===== config.mk =====
export PLATFORM = sky130hd
export DESIGN_NAME = shift_reg_universal
export DESIGN_NICKNAME = d
export VERILOG_FILES = /design/src/rtl/shift_reg_pkg.sv /design/src/rtl/shift_stage_reg.sv /design/src/rtl/shift_reg_universal.sv
export SDC_FILE = /design/constraint.sdc
export NUM_CORES = 1
export LEC_CHECK = 0
export ABC_AREA = 1
export CORE_MARGIN = 8
export CORE_UTILIZATION = 43
export CTS_CLUSTER_DIAMETER = 100
export CTS_CLUSTER_SIZE = 20
export DETAILED_ROUTE_END_ITERATION = 10
export PLACE_DENSITY = 0.78
export SETUP_SLACK_MARGIN = 0.02
export SYNTH_ARGS = -nofsm -noshare
export SYNTH_HDL_FRONTEND = slang
export SYNTH_SLANG_ARGS = --single-unit
export TNS_END_PERCENT = 5

===== constraint.sdc =====
create_clock -name CLK -period 1.4 [get_ports CLK]
set_clock_uncertainty 0.15 [all_clocks]
set_input_delay 0.42 -clock CLK [delete_from_list [all_inputs] [get_ports CLK]]
set_output_delay 0.42 -clock CLK [all_outputs]
set_load 0.005 [all_outputs]

===== src/rtl/shift_reg_pkg.sv =====
// Shared constants, types and helpers for the universal shift register.
package shift_reg_pkg;

  localparam logic DIR_FWD = 1'b0;
  localparam logic DIR_REV = 1'b1;

  // Next-value source for a single stage.
  typedef enum logic [1:0] {
    SEL_LOAD = 2'd0,
    SEL_FWD  = 2'd1,
    SEL_REV  = 2'd2
  } stage_sel_e;

  // Width needed to hold a count in the range 0..depth.
  function automatic int unsigned count_width(input int unsigned depth);
    return $clog2(depth + 1);
  endfunction

  // LSB index of stage k within the packed PI/PO buses.
  function automatic int unsigned slice_lo(input int unsigned k, input int unsigned width);
    return k * width;
  endfunction

endpackage


===== src/rtl/shift_stage_reg.sv =====
// One WIDTH-bit stage: sync reset to INIT, enable, 3-way next-value select.
module shift_stage_reg
  import shift_reg_pkg::*;
#(
  parameter int unsigned     WIDTH = 1,
  parameter logic [WIDTH-1:0] INIT = '0
) (
  input  logic             clk,
  input  logic             reset,
  input  logic             ce,
  input  stage_sel_e       sel,
  input  logic [WIDTH-1:0] load_val,
  input  logic [WIDTH-1:0] fwd_val,
  input  logic [WIDTH-1:0] rev_val,
  output logic [WIDTH-1:0] q
);

  // Power-up value matches the reset value for simulation parity.
  logic [WIDTH-1:0] q_r = INIT;

  // Stage register: reset wins, otherwise update only when enabled.
  always_ff @(posedge clk) begin
    if (reset) begin
      q_r <= INIT;
    end else if (ce) begin
      case (sel)
        SEL_LOAD: q_r <= load_val;
        SEL_FWD:  q_r <= fwd_val;
        SEL_REV:  q_r <= rev_val;
        default:  q_r <= q_r;
      endcase
    end
  end

  assign q = q_r;

endmodule


===== src/rtl/shift_reg_universal.sv =====
// Universal shift register: DEPTH stages of WIDTH bits with parallel load,
// bidirectional shift, parallel readout and a saturating fill counter.
module shift_reg_universal
  import shift_reg_pkg::*;
#(
  parameter int unsigned      WIDTH = 1,
  parameter int unsigned      DEPTH = 8,
  parameter logic [WIDTH-1:0] INIT  = '0
) (
  input  logic                         CLK,
  input  logic                         RESET,
  input  logic                         CE,
  input  logic                         LOAD,
  input  logic                         DIR,
  input  logic [WIDTH-1:0]             SI,
  input  logic [DEPTH*WIDTH-1:0]       PI,
  output logic [WIDTH-1:0]             SO,
  output logic [DEPTH*WIDTH-1:0]       PO,
  output logic [count_width(DEPTH)-1:0] COUNT,
  output logic                         FULL
);

  localparam int unsigned CW = count_width(DEPTH);

  logic [WIDTH-1:0] stage [DEPTH];
  logic [WIDTH-1:0] fwd_src [DEPTH];
  logic [WIDTH-1:0] rev_src [DEPTH];
  stage_sel_e       sel;
  logic [CW-1:0]    count_r = '0;

  // One select shared by all stages: load beats shift, DIR picks the neighbour.
  always_comb begin
    sel = SEL_FWD;
    if (LOAD) begin
      sel = SEL_LOAD;
    end else if (DIR == DIR_REV) begin
      sel = SEL_REV;
    end
  end

  for (genvar k = 0; k < DEPTH; k++) begin : g_stage
    // End stages take SI from whichever side data is entering.
    if (k == 0) begin : g_first
      assign fwd_src[k] = SI;
    end else begin : g_fwd
      assign fwd_src[k] = stage[k-1];
    end
    if (k == DEPTH - 1) begin : g_last
      assign rev_src[k] = SI;
    end else begin : g_rev
      assign rev_src[k] = stage[k+1];
    end

    shift_stage_reg #(
      .WIDTH (WIDTH),
      .INIT  (INIT)
    ) u_stage (
      .clk      (CLK),
      .reset    (RESET),
      .ce       (CE),
      .sel      (sel),
      .load_val (PI[slice_lo(k, WIDTH) +: WIDTH]),
      .fwd_val  (fwd_src[k]),
      .rev_val  (rev_src[k]),
      .q        (stage[k])
    );

    assign PO[slice_lo(k, WIDTH) +: WIDTH] = stage[k];
  end

  // Fill counter: cleared by reset, forced full by load, saturating on shift.
  always_ff @(posedge CLK) begin
    if (RESET) begin
      count_r <= '0;
    end else if (CE && LOAD) begin
      count_r <= CW'(DEPTH);
    end else if (CE && (count_r != CW'(DEPTH))) begin
      count_r <= count_r + CW'(1);
    end
  end

  assign COUNT = count_r;
  assign FULL  = (count_r == CW'(DEPTH));
  assign SO    = (DIR == DIR_REV) ? stage[0] : stage[DEPTH-1];

endmodule


==> summary.md, run 1 <==
| Metric | Value |
|---|---|
| # clock sinks | `12` |
| Pin count of the biggest net entering global routing | `10` |
| Clock Path Buffers | `2` |
| Remaining routing DRC violations | `0` |
| Die Area | `approximately 3400 sq um` |
| Final wirelength | `2.28 mm` |
| Critical path peak fanout | `2` |
| Synth unique cells | `16` |
| Area grow syn2layout | `59.0%` |
| Setup ws final | `-276 ps` |
| Worst VDD drop | `0.530 mV` |
| Antenna violations before repair | `0` |
| Detailed router's first-iteration violation count | `13` |
| Hold_buf cts | `0` |
| DRT antenna net count | `0` |
| Die Ht | `between 50 and 60 microns` |
| Routed length per instance | `approximately 12 microns` |
| CP startpoint kind | `register` |
| CP endpoint kind | `output port` |
| Relative slew slack | `87.5%` |
| Row count | `15` |
| Max Cap Viol | `0` |
| Layout Utilization | `a little under three quarters` |
| Global-route wire length before repair | `~3.8 mm` |
| Fillers | `about 150` |
| CTS tree | `done` |
| CP bufs+invs | `4` |
| Worst EP arrival | `1110 ps` |
| Register area share after synthesis | `about 31%` |
| Critical R2R Launch | `COUNT[0]$_SDFFE_PP0P_` |
| Vias | `roughly 900` |
| Worst-Skew Late Latency | `about 280 ps` |
| Multi-input gate area | `roughly 400 sq um` |
| Slew Viols, Final | `0` |
| Total global routing overflow | `0` |
| Post-Syn Nets | `about 140` |
| Post-place instance area | `1170 sq um` |
| Die Width | `around 58 microns` |
| Port bufs | `27` |
| Cells on worst reg2reg path | `10` |
| RSZ-0062 raised after global routing | `yes` |
| R2R Setup Slk | `about 10 ps` |
| GRT Util Overall | `between 10% and 20%` |
| Cell mode on critical path | `inv_2` |
| H-tree levels | `1` |
| Slowest cell on crit path | `dfxtp_2` |
| Initial core utilization | `about 45%` |
| Final nets | `between 150 and 200` |
| Core area | `approximately 1700 sq um` |
| Fmax | `~0.60 GHz` |
| Violated checks | `negative setup slack` |
| Ys Warns | `0` |
| Req. time, crit path | `about 830 ps` |
| Cell area after layout | `1220 sq um` |
| Worst-path clk slew | `80 ps` |
| Placed wire-length estimate | `1.76 mm` |
| Clock Root Buffer | `clkbuf_4` |
| Total power | `around 950 uW` |
| Vias/cell | `4.61` |
| Final setup vio count | `6` |
| Layout cells sized above 1 | `approximately 44%` |
| Min Tclk post-route | `between 1500 and 2000 ps` |
| Dominant delay contributor by cell family on the critical path | `flip-flops` |
| Slew @ Worst Pin | `around 190 ps` |
| Seq. cell area | `~250 sq um` |
| DRT Pass-1 Iters | `4` |
| RR Endpoint | `COUNT[1]$_SDFFE_PP0P_` |
| Leak | `around 0.64 nW` |
| Final Cycle Share | `120%` |
| Max incr delay on CP | `about 340 ps` |
| CP cell instances | `inv_2 > ha_4 > nand2_2 > inv_2 > nand2_2 > inv_2 > buf_6` |
| Pre-CTS worst setup slack | `-738 ps` |
| FF+latch count, synth | `12` |
| CP Class | `register to output port` |
| Status | `finished, violations left` |
| Synth Instances | `123` |
| Mapped Area | `a little under 800 sq um` |
| Cell count of the worst hold path | `2` |
| Vias in the first global route | `928` |
| Placer Congestion | `approximately 0.85` |
| Pwr dens | `775 nW/um^2` |
| Syn avg cell area | `between 6 and 7 sq um` |
| Worst Hold End | `COUNT[2]$_SDFFE_PP0P_` |
| Hold Path Class | `register to register` |
| Io pins | `28` |
| TritonCTS buffer count | `3` |
| Hold Crit Start | `COUNT[2]$_SDFFE_PP0P_` |
| Endpoints failing hold | `0` |
| Diodes inserted | `0` |
where the power goes:
part           internal (mW)  total [mW]  switching, mW
Clock                  0.158       0.285          0.127
Combinational          0.155       0.284          0.130
Sequential             0.367       0.379         0.0125
cells by family after synthesis:
kind of cell             share of synthesized area, %
AO/OA/AOI/OAI                                    8.45
adder cells (fa/ha/maj)                          3.25
buffers and inverters                            20.2
flip-flops                                       31.2
AND/OR/NAND/NOR                                  36.9
layer usage:
layer | vias up | wire, microns | global-route usage [%]
met4 | 0 | 65 | 9.09
li1 | 466 | - | -
met3 | 6 | 175 | 5.00
met2 | 29 | 1130 | 25.0
met1 | 402 | 914 | 14.1
met5 | - | 0 | 0
synthesized netlist by cell type (all sizes together):
| master | number | area, sq um |
|---|---|---|
| a21oi | 12 | 60.1 |
| buf | 11 | 87.6 |
| dfxtp | 12 | 240 |
| ha | 2 | 25.0 |
| inv | 18 | 67.6 |
| nand2 | 34 | 130 |
| nand3 | 12 | 60.1 |
| nand4 | 1 | 6.26 |
| nor2 | 20 | 87.6 |
| o21ai | 1 | 5.00 |
tightest hold or removal path, delay by kind of cell (launching register included):
kind                   cells  cell delay, ps
AOI/OAI and AO/OA          1              70
buffers and inverters      1              80
DFF                        1             330
layout by cell type, fill, tap and decap left out, types with 7 or more instances in the layout:
cell type,instances
a21oi_1,11
buf_2,7
buf_4,27
clkdlybuf4s50_1,10
dfxtp_2,11
inv_1,9
inv_2,9
nand2_1,29
nand3_1,12
nor2_1,17
flip-flops by register name, indices dropped and copies added (netlist names):
register and count:
g_stage.u_stage.q 8, COUNT 4
per-stage QoR:
stage / setup TNS [ps] / hold WS [ps] / instances
floorplan: 0 / 316 / 123
global placement: -4970 / 343 / 188
detailed placement: -5350 / 358 / 188
CTS: -943 / 362 / 195
global route: -783 / 398 / 196
finish: -519 / 360 / 196
area by class of cell:
type,count,area share (%)
clock buffer,4,2.97
inverter,18,5.52
multi-input combinational,82,33.5
sequential,12,20.8
tap,25,2.56
timing repair buffer,55,34.7
how the worst max path moves through the flow:
stage | from | endpoint | cells past startpoint
finish | COUNT[0]$_SDFFE_PP0P_ | FULL | 7
global route | COUNT[0]$_SDFFE_PP0P_ | FULL | 7
CTS | COUNT[1]$_SDFFE_PP0P_ | FULL | 7
detailed placement | DIR | SO | 4
global placement | DIR | SO | 4
floorplan | COUNT[0]$_SDFFE_PP0P_ | FULL | 6
repair_timing:
action,in CTS,in global routing
setup endpoints to repair,25,12
cloned,0,0
resized for setup,63,18
setup buffers,3,1
pin swaps,3,1
endpoints found under the hold margin,0,0
(Power assumes the default switching activity.)
==> inputs of run 2 (changes only) <==
--- a/config.mk
+++ b/config.mk
@@ -6,14 +6,16 @@
 export NUM_CORES = 1
 export LEC_CHECK = 0
 export ABC_AREA = 1
+export ABC_CLOCK_PERIOD_IN_PS = 1400
 export CORE_MARGIN = 8
-export CORE_UTILIZATION = 43
+export CORE_UTILIZATION = 49
 export CTS_CLUSTER_DIAMETER = 100
 export CTS_CLUSTER_SIZE = 20
 export DETAILED_ROUTE_END_ITERATION = 10
-export PLACE_DENSITY = 0.78
+export PLACE_DENSITY = 0.79
 export SETUP_SLACK_MARGIN = 0.02
 export SYNTH_ARGS = -nofsm -noshare
 export SYNTH_HDL_FRONTEND = slang
+export SYNTH_HIERARCHICAL = 1
 export SYNTH_SLANG_ARGS = --single-unit
 export TNS_END_PERCENT = 5
==> run 2 against run 1 <==
  * The flow still finishes with violations (negative setup slack)
  * Critical endpoint unchanged
  * Largest power group is now combinational logic
  * Via count grew 41%
  * Non-clock buffer count is 2 higher
  * Synthesized cell count grew 43%
  * Sequential share of layout area is 6.4 points lower
  * Area after synthesis rose by 49%
  * Worst hold slack lost 19 ps
  * Global-route usage is 1.1 points higher
==> summary.md, run 2 <==
| Metric | Value |
|---|---|
| Detailed router's first-iteration violation count | `39 (+26)` |
| Critical R2R Launch | `COUNT[1]$_SDFFE_PP0P_` |
| Row count | `17 (+2)` |
| Max Cap Viol | `0 (unchanged)` |
| Share of the synthesized area in the top cell type | `28.4% (-2.9 points)` |
| Io pins | `28 (unchanged)` |
| Max reg flops | `8 (unchanged)` |
| Min Tclk post-route | `1670 ps (-5.91 ps)` |
| Register area share after synthesis | `20.9% (-10 points)` |
| Global-route wire length before repair | `5.26 mm (+38%)` |
| Synth Instances | `176 (+43%)` |
| CP startpoint kind | `register` |
| Hold Crit Start | `COUNT[2]$_SDFFE_PP0P_` |
| Total global routing overflow | `0 (unchanged)` |
| Final Cycle Share | `119% (-0.42 points)` |
| Vias/cell | `4.79 (+3.9%)` |
| CP Class | `register to output port` |
| Pin count of the biggest net entering global routing | `25 (+15)` |
| Commonest non-fill, non-tap cells in the layout | `nand2_1, inv_1, ha_1, buf_4, nor2_1` |
| Post-Syn Nets | `216 (+55%)` |
| Placed Instances | `255 (+36%)` |
| Final nets | `278 (+48%)` |
| Pwr dens | `613 nW/um^2 (-21%)` |
| Critical path peak fanout | `2 (unchanged)` |
| TritonCTS buffer count | `3 (unchanged)` |
| # clock sinks | `12 (unchanged)` |
| Number of enable flip-flop cells after synthesis | `0 (unchanged)` |
| Cells on worst reg2reg path | `11 (+1)` |
| DRT antenna net count | `0 (unchanged)` |
| Slew @ Worst Pin | `187 ps (+0.253 ps)` |
| Commonest cells in the netlist | `nand2_1, inv_1, ha_1` |
| Ys async rst share | `0% (unchanged)` |
| Fmax | `0.599 GHz (+0.35%)` |
| Remaining routing DRC violations | `0 (unchanged)` |
| Antenna violations before repair | `0 (unchanged)` |
| GRT Util Overall | `15.5% (+1.1 points)` |
| Final wirelength | `3.25 mm (+43%)` |
| Worst VDD drop | `0.541 mV (+2.0%)` |
| DRT Pass-1 Iters | `4 (unchanged)` |
| Worst Hold End | `COUNT[2]$_SDFFE_PP0P_` |
| RR Endpoint | `COUNT[0]$_SDFFE_PP0P_` |
| Leading cell type in the layout, fill and taps excluded | `nand2_1` |
| Initial core utilization | `51.9% (+6.8 points)` |
| Ys Warns | `6 (+6)` |
| Relative slew slack | `87.5% (about the same)` |
| Leak | `0.944 nW (+46%)` |
| Final setup vio count | `14 (+8)` |
| Placer Congestion | `0.772 (-9.4%)` |
| Layout cells sized above 1 | `35.9% (-8.6 points)` |
| Violated checks | `negative setup slack` |
| RSZ-0062 raised after global routing | `yes` |
| Clock Root Buffer | `clkbuf_4` |
| Synth area leader | `ha_1` |
| Status | `finished, violations left` |
| Vias | `1269 (+41%)` |
| Synth area leaders | `ha_1, dfxtp_1, nand2_1` |
| FF+latch count, synth | `12 (unchanged)` |
| Port bufs | `27 (unchanged)` |
| Setup ws final | `-270 ps (+5.91 ps)` |
| Synth unique cells | `10 (-6)` |
| Diodes inserted | `0 (unchanged)` |
| Core area | `2210 sq um (+30%)` |
| Count leader, synth | `nand2_1` |
| Vias in the first global route | `1263 (+36%)` |
| Die Ht | `64.4 microns (+10%)` |
| Area grow syn2layout | `54.9%` |
| CTS tree | `done` |
| Die Area | `4150 sq um (+22%)` |
| CP endpoint kind | `output port` |
| Mapped Area | `1150 sq um (+49%)` |
| Routed length per instance | `12.3 microns (+5.4%)` |
| Placed wire-length estimate | `2.35 mm (+33%)` |
| R2R Setup Slk | `-40 ps (-50 ps)` |
| Die Width | `64.4 microns (+10%)` |
| Predominant post-synthesis flop cell | `dfxtp_1` |
| Req. time, crit path | `830 ps (about the same)` |
| Pre-CTS worst setup slack | `-822 ps (-84.0 ps)` |
| Worst EP arrival | `1100 ps (about the same)` |
| Clock Path Buffers | `2 (unchanged)` |
| Worst-path clk slew | `90 ps (about the same)` |
| Hold Path Class | `register to register` |
| Syn avg cell area | `6.52 sq um (+4.2%)` |
| Final non-filler cell total | `265 (+35%)` |
| H-tree levels | `1 (unchanged)` |
| Slew Viols, Final | `0 (unchanged)` |
| Cell count of the worst hold path | `2 (unchanged)` |
| Worst-Skew Late Latency | `280 ps (about the same)` |
| Endpoints failing hold | `0 (unchanged)` |
## run 2: worst max-delay path, stage by stage, from the launching register on
cell and delay [ps]:
dfxtp_2 350, inv_2 40, ha_4 140, nand2_1 40, inv_1 40, nand2_2 50, inv_1 30, buf_2 120
## run 2: worst max path at each step
| stage | slack (ps) | startpoint | to |
|---|---|---|---|
| 3_5_place_dp | -820 | DIR | g_stage[6].u_stage/q$_SDFFE_PP0P_ |
| 2_1_floorplan | -250 | DIR | g_stage[0].u_stage/q$_SDFFE_PP0P_ |
| 4_1_cts | -300 | COUNT[1]$_SDFFE_PP0P_ | FULL |
| 6_report | -270 | COUNT[1]$_SDFFE_PP0P_ | FULL |
| 5_1_grt | -330 | COUNT[1]$_SDFFE_PP0P_ | FULL |
| 3_3_place_gp | -760 | DIR | g_stage[3].u_stage/q$_SDFFE_PP0P_ |
## run 2: cell families (layout without fill, tap and decap cells)
group | Yosys count | after routing | synth area share, %
AOI/OAI and AO/OA | 11 | 11 | 7.42
adders and majority gates | 26 | 26 | 28.4
DFF | 12 | 12 | 20.9
buffers and inverters | 40 | 101 | 13.1
and+or+nand+nor | 87 | 87 | 30.2
## run 2: layer usage
metal	part of all wire, %	track usage [%]
met3	3.7	3.83
met5	0	0
met2	52	29.8
met1	42	15.4
met4	1.6	5.72
## run 2: metrics by stage
step           cell area [sq um]  hold WS, ps  utilization (%)  power (mW)  TNS, ps
2_1_floorplan               1160          332                -       0.557    -2050
3_3_place_gp                1670          326             75.6       0.754    -8450
3_5_place_dp                1670          334             75.6       0.773    -9100
4_1_cts                     1770          343             79.9        1.09    -2320
5_1_grt                     1780          386             80.3        1.16    -2850
6_report                    1780          341             80.3        1.09    -1930
## run 2: report_power, final
| part | internal, mW | total, mW | switching [mW] | leakage (nW) |
|---|---|---|---|---|
| clock network | 0.158 | 0.294 | 0.136 | 0.0210 |
| registers | 0.369 | 0.383 | 0.0140 | 0.103 |
| logic | 0.214 | 0.412 | 0.198 | 0.820 |
| total | 0.741 | 1.09 | 0.349 | 0.944 |
## run 2: timing repair
item                                    CTS  global route
gates cloned                              2             0
endpoints found under the setup margin   23            18
resized for setup                        71            19
hold buffers                              0             0
setup buffers                             3             1
pin swaps                                 7             0
## run 2: layout make-up
| type | count | area (sq um) |
|---|---|---|
| Fill cell | 158 | 435 |
| Tap cell | 28 | 35.0 |
| Multi-Input combinational cell | 124 | 805 |
| Clock buffer | 4 | 36.3 |
| Inverter | 40 | 150 |
| Sequential cell | 12 | 255 |
| Timing Repair Buffer | 57 | 495 |
